<file path="src/rtl/nvdla_rdma_pkg.sv">
// Shared types and constants for the read-DMA request engine.
// Covers the FSM states, RAM target encoding, the context-queue flag layout and the req_pd field offsets.
package nvdla_rdma_pkg;

    typedef enum logic [1:0] {
        IDLE  = 2'd0,
        REQ   = 2'd1,
        DRAIN = 2'd2
    } state_e;

    localparam logic RAM_CVIF = 1'b0;
    localparam logic RAM_MCIF = 1'b1;

    // Low bits of cq_pd; size-1 sits directly above these.
    typedef struct packed {
        logic line_end;
        logic surf_end;
        logic cube_end;
    } cq_flags_t;

    localparam int CQ_FLAGS_W   = $bits(cq_flags_t);
    localparam int REQ_ADDR_LSB = 0;

    function automatic int req_size_lsb(input int aw);
        return REQ_ADDR_LSB + aw;
    endfunction

endpackage

</file>
<file path="src/rtl/nvdla_rdma_credit_cnt.sv">
// Latency-FIFO credit pool: starts full, loses dec_val credits on an accepted request
// and regains one per returned atom.
module nvdla_rdma_credit_cnt #(
    parameter int LAT_DEPTH = 256,
    parameter int CW        = $clog2(LAT_DEPTH + 1)
) (
    input  logic          clk,
    input  logic          rst,
    input  logic          dec_en,
    input  logic [CW-1:0] dec_val,
    input  logic          inc,
    output logic [CW-1:0] credits,
    output logic          full
);

    logic [CW-1:0] credits_q, credits_d;
    logic [CW:0]   sum_w;

    always_comb begin
        sum_w     = {1'b0, credits_q} + (CW+1)'(inc) - (dec_en ? {1'b0, dec_val} : '0);
        credits_d = sum_w[CW-1:0];
    end

    // NOTE: state registers use <= so every flop samples its pre-edge inputs regardless of block order.
    always_ff @(posedge clk or posedge rst) begin
        if (rst) credits_q <= CW'(LAT_DEPTH);
        else     credits_q <= credits_d;
    end

    assign credits = credits_q;
    assign full    = (credits_q == CW'(LAT_DEPTH));

    // More returns than outstanding atoms means the latency FIFO lost track.
    credit_range_a: assert property (@(posedge clk) disable iff (rst)
        sum_w <= (CW+1)'(LAT_DEPTH));

endmodule

</file>
<file path="src/rtl/nvdla_rdma_req_engine.sv">
// Read-DMA request engine: walks a surfaces x lines x atoms cube, issues line-bounded bursts
// to MCIF or CVIF, pushes one context entry per accepted request and signals done when all credits return.
module nvdla_rdma_req_engine
    import nvdla_rdma_pkg::*;
#(
    parameter int AW         = 64,
    parameter int ATOM_BYTES = 32,
    parameter int BURST_MAX  = 8,
    parameter int LAT_DEPTH  = 256,
    parameter int DIMW       = 13
) (
    input  logic                                  nvdla_core_clk,
    input  logic                                  nvdla_core_rst,
    input  logic                                  op_en,
    input  logic [AW-1:0]                         cfg_base_addr,
    input  logic [AW-1:0]                         cfg_line_stride,
    input  logic [AW-1:0]                         cfg_surf_stride,
    input  logic [DIMW-1:0]                       cfg_width,
    input  logic [DIMW-1:0]                       cfg_height,
    input  logic [DIMW-1:0]                       cfg_surfaces,
    input  logic                                  cfg_ram_type,
    output logic                                  mcif_req_valid,
    input  logic                                  mcif_req_ready,
    output logic                                  cvif_req_valid,
    input  logic                                  cvif_req_ready,
    output logic [AW+$clog2(BURST_MAX)-1:0]       req_pd,
    output logic                                  cq_valid,
    input  logic                                  cq_ready,
    output logic [$clog2(BURST_MAX)+CQ_FLAGS_W-1:0] cq_pd,
    input  logic                                  cdt_pop,
    output logic                                  busy,
    output logic                                  done,
    output logic [31:0]                           perf_read_stall
);

    localparam int BW         = $clog2(BURST_MAX);
    localparam int SW         = BW + 1;
    localparam int CW         = $clog2(LAT_DEPTH + 1);
    localparam int ATOM_SHIFT = $clog2(ATOM_BYTES);

    state_e          state_q, state_d;
    logic            ram_type_q, ram_type_d;
    logic [DIMW-1:0] width_q, width_d, height_q, height_d, surfaces_q, surfaces_d;
    logic [AW-1:0]   line_stride_q, line_stride_d, surf_stride_q, surf_stride_d;
    logic [DIMW-1:0] atom_q, atom_d, line_q, line_d, surf_q, surf_d;
    logic [AW-1:0]   line_addr_q, line_addr_d, surf_addr_q, surf_addr_d;
    logic            req_vld_q, req_vld_d;
    logic [AW-1:0]   addr_q, addr_d;
    logic [BW-1:0]   size_m1_q, size_m1_d;
    cq_flags_t       flags_q, flags_d;
    logic            all_issued_q, all_issued_d;
    logic [31:0]     perf_q, perf_d;

    // Walker view: cfg inputs while IDLE (first request issues off op_en), latched state otherwise.
    logic            from_cfg;
    logic [DIMW-1:0] w_w, h_w, s_w, p_atom, p_line, p_surf;
    logic [AW-1:0]   ls_w, ss_w, p_laddr, p_saddr, addr_w;
    logic [DIMW:0]   rem_w;
    logic [SW-1:0]   size_w, cur_size;
    logic            line_end_w, surf_end_w, cube_end_w;
    logic [DIMW-1:0] nxt_atom, nxt_line, nxt_surf;
    logic [AW-1:0]   nxt_laddr, nxt_saddr;

    logic            req_ready, accept, try_issue, issue_ok, credits_full;
    logic [CW-1:0]   credits;
    logic [CW:0]     avail_w;

    assign from_cfg = (state_q == IDLE);
    assign w_w      = from_cfg ? cfg_width       : width_q;
    assign h_w      = from_cfg ? cfg_height      : height_q;
    assign s_w      = from_cfg ? cfg_surfaces    : surfaces_q;
    assign ls_w     = from_cfg ? cfg_line_stride : line_stride_q;
    assign ss_w     = from_cfg ? cfg_surf_stride : surf_stride_q;
    assign p_atom   = from_cfg ? '0              : atom_q;
    assign p_line   = from_cfg ? '0              : line_q;
    assign p_surf   = from_cfg ? '0              : surf_q;
    assign p_laddr  = from_cfg ? cfg_base_addr   : line_addr_q;
    assign p_saddr  = from_cfg ? cfg_base_addr   : surf_addr_q;

    assign rem_w      = {1'b0, w_w} - {1'b0, p_atom} + (DIMW+1)'(1);
    assign line_end_w = (rem_w <= (DIMW+1)'(BURST_MAX));
    assign size_w     = line_end_w ? SW'(rem_w) : SW'(BURST_MAX);
    assign surf_end_w = line_end_w && (p_line == h_w);
    assign cube_end_w = surf_end_w && (p_surf == s_w);
    assign addr_w     = p_laddr + (AW'(p_atom) << ATOM_SHIFT);

    assign nxt_atom  = line_end_w ? '0 : p_atom + DIMW'(size_w);
    assign nxt_line  = !line_end_w ? p_line : (surf_end_w ? '0 : p_line + DIMW'(1));
    assign nxt_surf  = surf_end_w ? p_surf + DIMW'(1) : p_surf;
    assign nxt_saddr = surf_end_w ? p_saddr + ss_w : p_saddr;
    assign nxt_laddr = !line_end_w ? p_laddr : (surf_end_w ? p_saddr + ss_w : p_laddr + ls_w);

    assign req_ready = (ram_type_q == RAM_MCIF) ? mcif_req_ready : cvif_req_ready;
    assign accept    = req_vld_q && req_ready;
    assign cur_size  = {1'b0, size_m1_q} + SW'(1);

    // Credits as they will stand after this edge, so back-to-back issue never overdraws.
    assign avail_w  = {1'b0, credits} + (CW+1)'(cdt_pop) - (accept ? (CW+1)'(cur_size) : '0);
    assign issue_ok = (avail_w >= (CW+1)'(size_w)) && cq_ready;

    nvdla_rdma_credit_cnt #(
        .LAT_DEPTH (LAT_DEPTH)
    ) u_credit (
        .clk     (nvdla_core_clk),
        .rst     (nvdla_core_rst),
        .dec_en  (accept),
        .dec_val (CW'(cur_size)),
        .inc     (cdt_pop),
        .credits (credits),
        .full    (credits_full)
    );

    always_comb begin
        // NOTE: every _d takes its hold value first, so no branch below can leave a latch behind.
        state_d       = state_q;
        ram_type_d    = ram_type_q;
        width_d       = width_q;
        height_d      = height_q;
        surfaces_d    = surfaces_q;
        line_stride_d = line_stride_q;
        surf_stride_d = surf_stride_q;
        atom_d        = atom_q;
        line_d        = line_q;
        surf_d        = surf_q;
        line_addr_d   = line_addr_q;
        surf_addr_d   = surf_addr_q;
        req_vld_d     = req_vld_q;
        addr_d        = addr_q;
        size_m1_d     = size_m1_q;
        flags_d       = flags_q;
        all_issued_d  = all_issued_q;
        perf_d        = perf_q;
        try_issue     = 1'b0;

        case (state_q)
            IDLE: begin
                if (op_en) begin
                    state_d       = REQ;
                    ram_type_d    = cfg_ram_type;
                    width_d       = cfg_width;
                    height_d      = cfg_height;
                    surfaces_d    = cfg_surfaces;
                    line_stride_d = cfg_line_stride;
                    surf_stride_d = cfg_surf_stride;
                    atom_d        = p_atom;
                    line_d        = p_line;
                    surf_d        = p_surf;
                    line_addr_d   = p_laddr;
                    surf_addr_d   = p_saddr;
                    all_issued_d  = 1'b0;
                    perf_d        = '0;
                    try_issue     = 1'b1;
                end
            end
            REQ: begin
                if (req_vld_q && !req_ready && (perf_q != '1)) perf_d = perf_q + 32'd1;
                if (accept) begin
                    req_vld_d = 1'b0;
                    if (flags_q.cube_end) state_d = DRAIN;
                end
                try_issue = !all_issued_q && (!req_vld_q || accept);
            end
            DRAIN: begin
                if (credits_full) state_d = IDLE;
            end
            default: state_d = IDLE;
        endcase

        if (try_issue && issue_ok) begin
            req_vld_d        = 1'b1;
            addr_d           = addr_w;
            size_m1_d        = BW'(size_w - SW'(1));
            flags_d.line_end = line_end_w;
            flags_d.surf_end = surf_end_w;
            flags_d.cube_end = cube_end_w;
            all_issued_d     = cube_end_w;
            atom_d           = nxt_atom;
            line_d           = nxt_line;
            surf_d           = nxt_surf;
            line_addr_d      = nxt_laddr;
            surf_addr_d      = nxt_saddr;
        end
    end

    always_ff @(posedge nvdla_core_clk or posedge nvdla_core_rst) begin
        if (nvdla_core_rst) begin
            state_q       <= IDLE;
            ram_type_q    <= RAM_CVIF;
            width_q       <= '0;
            height_q      <= '0;
            surfaces_q    <= '0;
            line_stride_q <= '0;
            surf_stride_q <= '0;
            atom_q        <= '0;
            line_q        <= '0;
            surf_q        <= '0;
            line_addr_q   <= '0;
            surf_addr_q   <= '0;
            req_vld_q     <= 1'b0;
            addr_q        <= '0;
            size_m1_q     <= '0;
            flags_q       <= '0;
            all_issued_q  <= 1'b0;
            perf_q        <= '0;
        end else begin
            state_q       <= state_d;
            ram_type_q    <= ram_type_d;
            width_q       <= width_d;
            height_q      <= height_d;
            surfaces_q    <= surfaces_d;
            line_stride_q <= line_stride_d;
            surf_stride_q <= surf_stride_d;
            atom_q        <= atom_d;
            line_q        <= line_d;
            surf_q        <= surf_d;
            line_addr_q   <= line_addr_d;
            surf_addr_q   <= surf_addr_d;
            req_vld_q     <= req_vld_d;
            addr_q        <= addr_d;
            size_m1_q     <= size_m1_d;
            flags_q       <= flags_d;
            all_issued_q  <= all_issued_d;
            perf_q        <= perf_d;
        end
    end

    assign mcif_req_valid  = req_vld_q && (ram_type_q == RAM_MCIF);
    assign cvif_req_valid  = req_vld_q && (ram_type_q == RAM_CVIF);
    assign req_pd          = {size_m1_q, addr_q};
    // The context entry is pushed only in the accept cycle, so a stalled request never pushes twice.
    assign cq_valid        = accept;
    assign cq_pd           = {size_m1_q, flags_q};
    assign done            = (state_q == DRAIN) && credits_full;
    assign busy            = (state_q != IDLE) && !done;
    assign perf_read_stall = perf_q;

endmodule

</file>
<file path="config.mk">
export PLATFORM = sky130hd
export DESIGN_NAME = nvdla_rdma_req_engine
export DESIGN_NICKNAME = d
export VERILOG_FILES = /design/src/rtl/nvdla_rdma_pkg.sv /design/src/rtl/nvdla_rdma_credit_cnt.sv /design/src/rtl/nvdla_rdma_req_engine.sv
export SDC_FILE = /design/constraint.sdc
export NUM_CORES = 2
export LEC_CHECK = 0
export ABC_AREA = 1
export BUFFER_PORTS_ARGS = -buffer_cell sky130_fd_sc_hd__buf_2
export CAP_MARGIN = 20
export CORE_ASPECT_RATIO = 0.6
export CORE_UTILIZATION = 55
export CTS_CLUSTER_SIZE = 16
export DETAILED_ROUTE_END_ITERATION = 8
export GPL_ROUTABILITY_DRIVEN = 0
export PLACE_DENSITY_LB_ADDON = 0.3
export REMOVE_ABC_BUFFERS = 1
export SLEW_MARGIN = 0
export SYNTH_ARGS = -nofsm -noshare
export SYNTH_HDL_FRONTEND = slang
export SYNTH_SLANG_ARGS = --single-unit
export TNS_END_PERCENT = 10
</file>
<file path="constraint.sdc">
create_clock -name nvdla_core_clk -period 15.4 [get_ports nvdla_core_clk]
set_clock_uncertainty 0.15 [all_clocks]
set_input_delay 0 -clock nvdla_core_clk [delete_from_list [all_inputs] [get_ports nvdla_core_clk]]
set_output_delay 0 -clock nvdla_core_clk [all_outputs]
set_load 0.01 [all_outputs]
</file>
==> impl_metrics.ini <==
[placed_design]
port_buffers = 348
placed_area_um2 = 38120
hpwl_um = 97740

[worst_hold_path]
worstHoldPathType = primary input to flop
hold_path_depth = 4
holdPathEnd = line_stride_q[25]$_DFFE_PP0P_
hold_start = cfg_line_stride[25]

[sta]
period_minus_slack_ps = 9078
rsz0062_at_grt = no
setup_tns_ps = 0
finalMaxSlewViolations = 0
slew_headroom_pct = 21.13
tightestPinTransition_ps = 1180
fin_crit_sh_pct = 58.95
fmax_ghz = 0.1102
hold_viol = 0
setup_viol = 0

[synth]
syn_area_per_cell_um2 = 6.695
synth.ff_latch_count = 450
mappedNetlistArea_um2 = 36080
synth.area.top_cells = dfrtp_1, nand2_1, o21ai_0, inv_1, ha_1
yosys_warnings = 0
netlist_instances = 5389
ys_async_sr_fraction_pct = 100.0
yosysMostFrequentCell = nand2_1
ys_types = 75
ys_seq_area_share_pct = 31.21
synth_top_area_share_pct = 31.14
synthFlopType = dfrtp_1
synth_common_cells = nand2_1, inv_1, o21ai_0
synth_edf_count = 0
yosysTopAreaCell = dfrtp_1

[critical_path]
crit_slowest_cell = nor2_4
reg2reg_from = state_q[1]$_DFFE_PP0P_
crit_fanout = 99
crit_arrival_ps = 9450
cp-end-kind = flop
worstSetupPathType = flop to flop
crit_required_ps = 15770
reg2reg_setup_slack_ps = 6320
rr_endpoint = line_addr_q[51]$_DFFE_PP0P_
max_stage_delay_ps = 930
reg2reg_depth = 31
startpoint_type = flop

[route]
drt_iter0_drc = 6211
routed_wl_um = 132800
viasPerCell = 5.864
dr.pass1.iters = 9
drc = 3
avgRoutedWirePerCell_um = 19.58
vias = 39760
ant_nets = 0

[status]
status = finished, violations left
violations = design-rule violations

[finish]
area_delta_synth_final_pct = 17.47
drive_gt1_share_pct = 10.90
layout.nets = 6313
fin_area_um2 = 42380
fillers = 5663

[global_route]
grt_pass1_vias = 36030
grt_pass1_wl_um = 202200
track_usage_pct = 38.75
grt_start_max_net_pins = 197
overflow = 0
antenna_found_initial = 4

[floorplanning]
io_pins = 349
die-area_um2 = 66660
core_um2 = 64590
rows = 72
die_y_um = 200.4
start_util_pct = 55.86
die_x_um = 332.7

[clock_network]
clk_path_buf_depth = 3
cts_buffers = 46
h-tree-depth = 2
cts_sinks = 450
clkLatencyLatePin_ps = 640
cts_tree = done
clockRootBuffer = clkbuf_16
postCtsSetupBuffers = 0
clk_pin_slew_worst_paths_ps = 80

[pwr]
power_density_nw_per_um2 = 253.9
total_leakage_power_nw = 21.18
ir_drop_v = 0.0002062

[job]
maxCapViolCount = 0
-- sequential cells by signal, indices dropped and copies added (netlist names) --
register and cells:
u_credit.credits 9, surf_q 13, line_addr_q 64, ram_type_q 1
req_vld_q 1, surf_addr_q 64, perf_read_stall 32, addr_q 64
width_q 13, atom_q 13, line_stride_q 64, height_q 13
size_m1_q 3, surf_stride_q 64, state_q 2, surfaces_q 13
line_q 13, cq_pd 3, all_issued_q 1
-- layout make-up --
class	count	area (um^2)	area share [%]
clock buffer	64	1340	3.162
clock inverter	21	294.0	0.6938
antenna	5	12.51	0.02952
multi-input combinational	3945	20820	49.12
timing repair buffer	630	4524	10.68
inverter	814	3067	7.236
sequential	450	11260	26.57
tap	851	1065	2.512
-- cell families after synthesis --
kind of cell / synth area share (%)
flip-flops: 31.21
AO/OA/AOI/OAI: 19.81
multiplexers: 0.02774
buffers and inverters: 11.19
XOR/XNOR: 3.811
adder cells (fa/ha/maj): 6.568
AND/OR/NAND/NOR: 27.38
-- worst max path at each step --
stage / startpoint / endpoint / slack (ps) / depth (start not counted)
2_1_floorplan: nvdla_core_rst / addr_q[0]$_DFFE_PP0N_ / 2710 / 1
3_3_place_gp: state_q[1]$_DFFE_PP0P_ / line_addr_q[56]$_DFFE_PP0P_ / 6900 / 32
3_5_place_dp: state_q[1]$_DFFE_PP0P_ / line_addr_q[62]$_DFFE_PP0P_ / 6730 / 32
4_1_cts: state_q[1]$_DFFE_PP0P_ / line_addr_q[62]$_DFFE_PP0P_ / 6730 / 32
5_1_grt: state_q[1]$_DFFE_PP0P_ / line_addr_q[62]$_DFFE_PP0P_ / 5730 / 32
6_report: state_q[1]$_DFFE_PP0P_ / line_addr_q[51]$_DFFE_PP0P_ / 6320 / 31
-- report_power, final --
group / switching (W) / leakage (nW) / total (W) / internal (W)
combinational: 0.00529 / 14.7 / 0.00757 / 0.00229
clock: 0.000536 / 0.791 / 0.00125 / 0.000712
sequential: 0.000287 / 5.73 / 0.00194 / 0.00165
total: 0.00611 / 21.2 / 0.0108 / 0.00465
-- critical path: cells and delay by family (launching register included) --
family / cells / cell delay (ps)
adders and majority gates: 3 / 1070
and+or+nand+nor: 16 / 3450
AOI/OAI and AO/OA: 6 / 1090
buffers and inverters: 5 / 2350
xor gates and xnor gates: 1 / 200
DFF: 1 / 450
-- stage by stage --
stage               worst slack, ps  total power, W  util (%)  cells  hold WS [ps]
floorplan                      2710        0.006906         -   5209        -40.38
global placement               6903        0.008882     59.02   6429        -10.48
detailed placement             6735        0.008987     59.02   6429        -10.30
CTS                            6727         0.01033     65.60   6775         7.307
global route                   5727         0.01149     65.61   6779         43.65
finish                         6322         0.01076     65.61   6780         12.08
-- per-layer routing --
layer	up-vias	GRT usage (%)	wire [um]
met2	2767	51.31	50460
met5	-	0	0
li1	18560	-	-
met3	300	16.32	22420
met4	0	10.15	3717
met1	18140	56.91	56160
-- placed cells by master (no fill, tap or decap), types with 18 or more instances in the layout --
master            n
dlygate4sd3_1   261
buf_2           348
nor3_1           63
o21ai_1          21
nand2_2          31
a21oi_1         329
a31oi_1          48
nand2_1        1445
o21bai_1         18
o21ai_0         601
nor4_1           19
buf_4            20
o211ai_1         60
inv_2            56
nand3_1         187
dfrtp_1         449
inv_1           754
o221ai_1         42
nor2_1          447
xor2_1          108
nand4_1          70
clkbuf_16        47
xnor2_1          49
a21oi_2          22
ha_1            183
-- repair_timing --
item,CTS,global route
hold buffers,261,0
gates resized for setup,0,0
endpoints found under the setup margin,0,0
endpoints found under the hold margin,418,0
(Power assumes the default switching activity.)
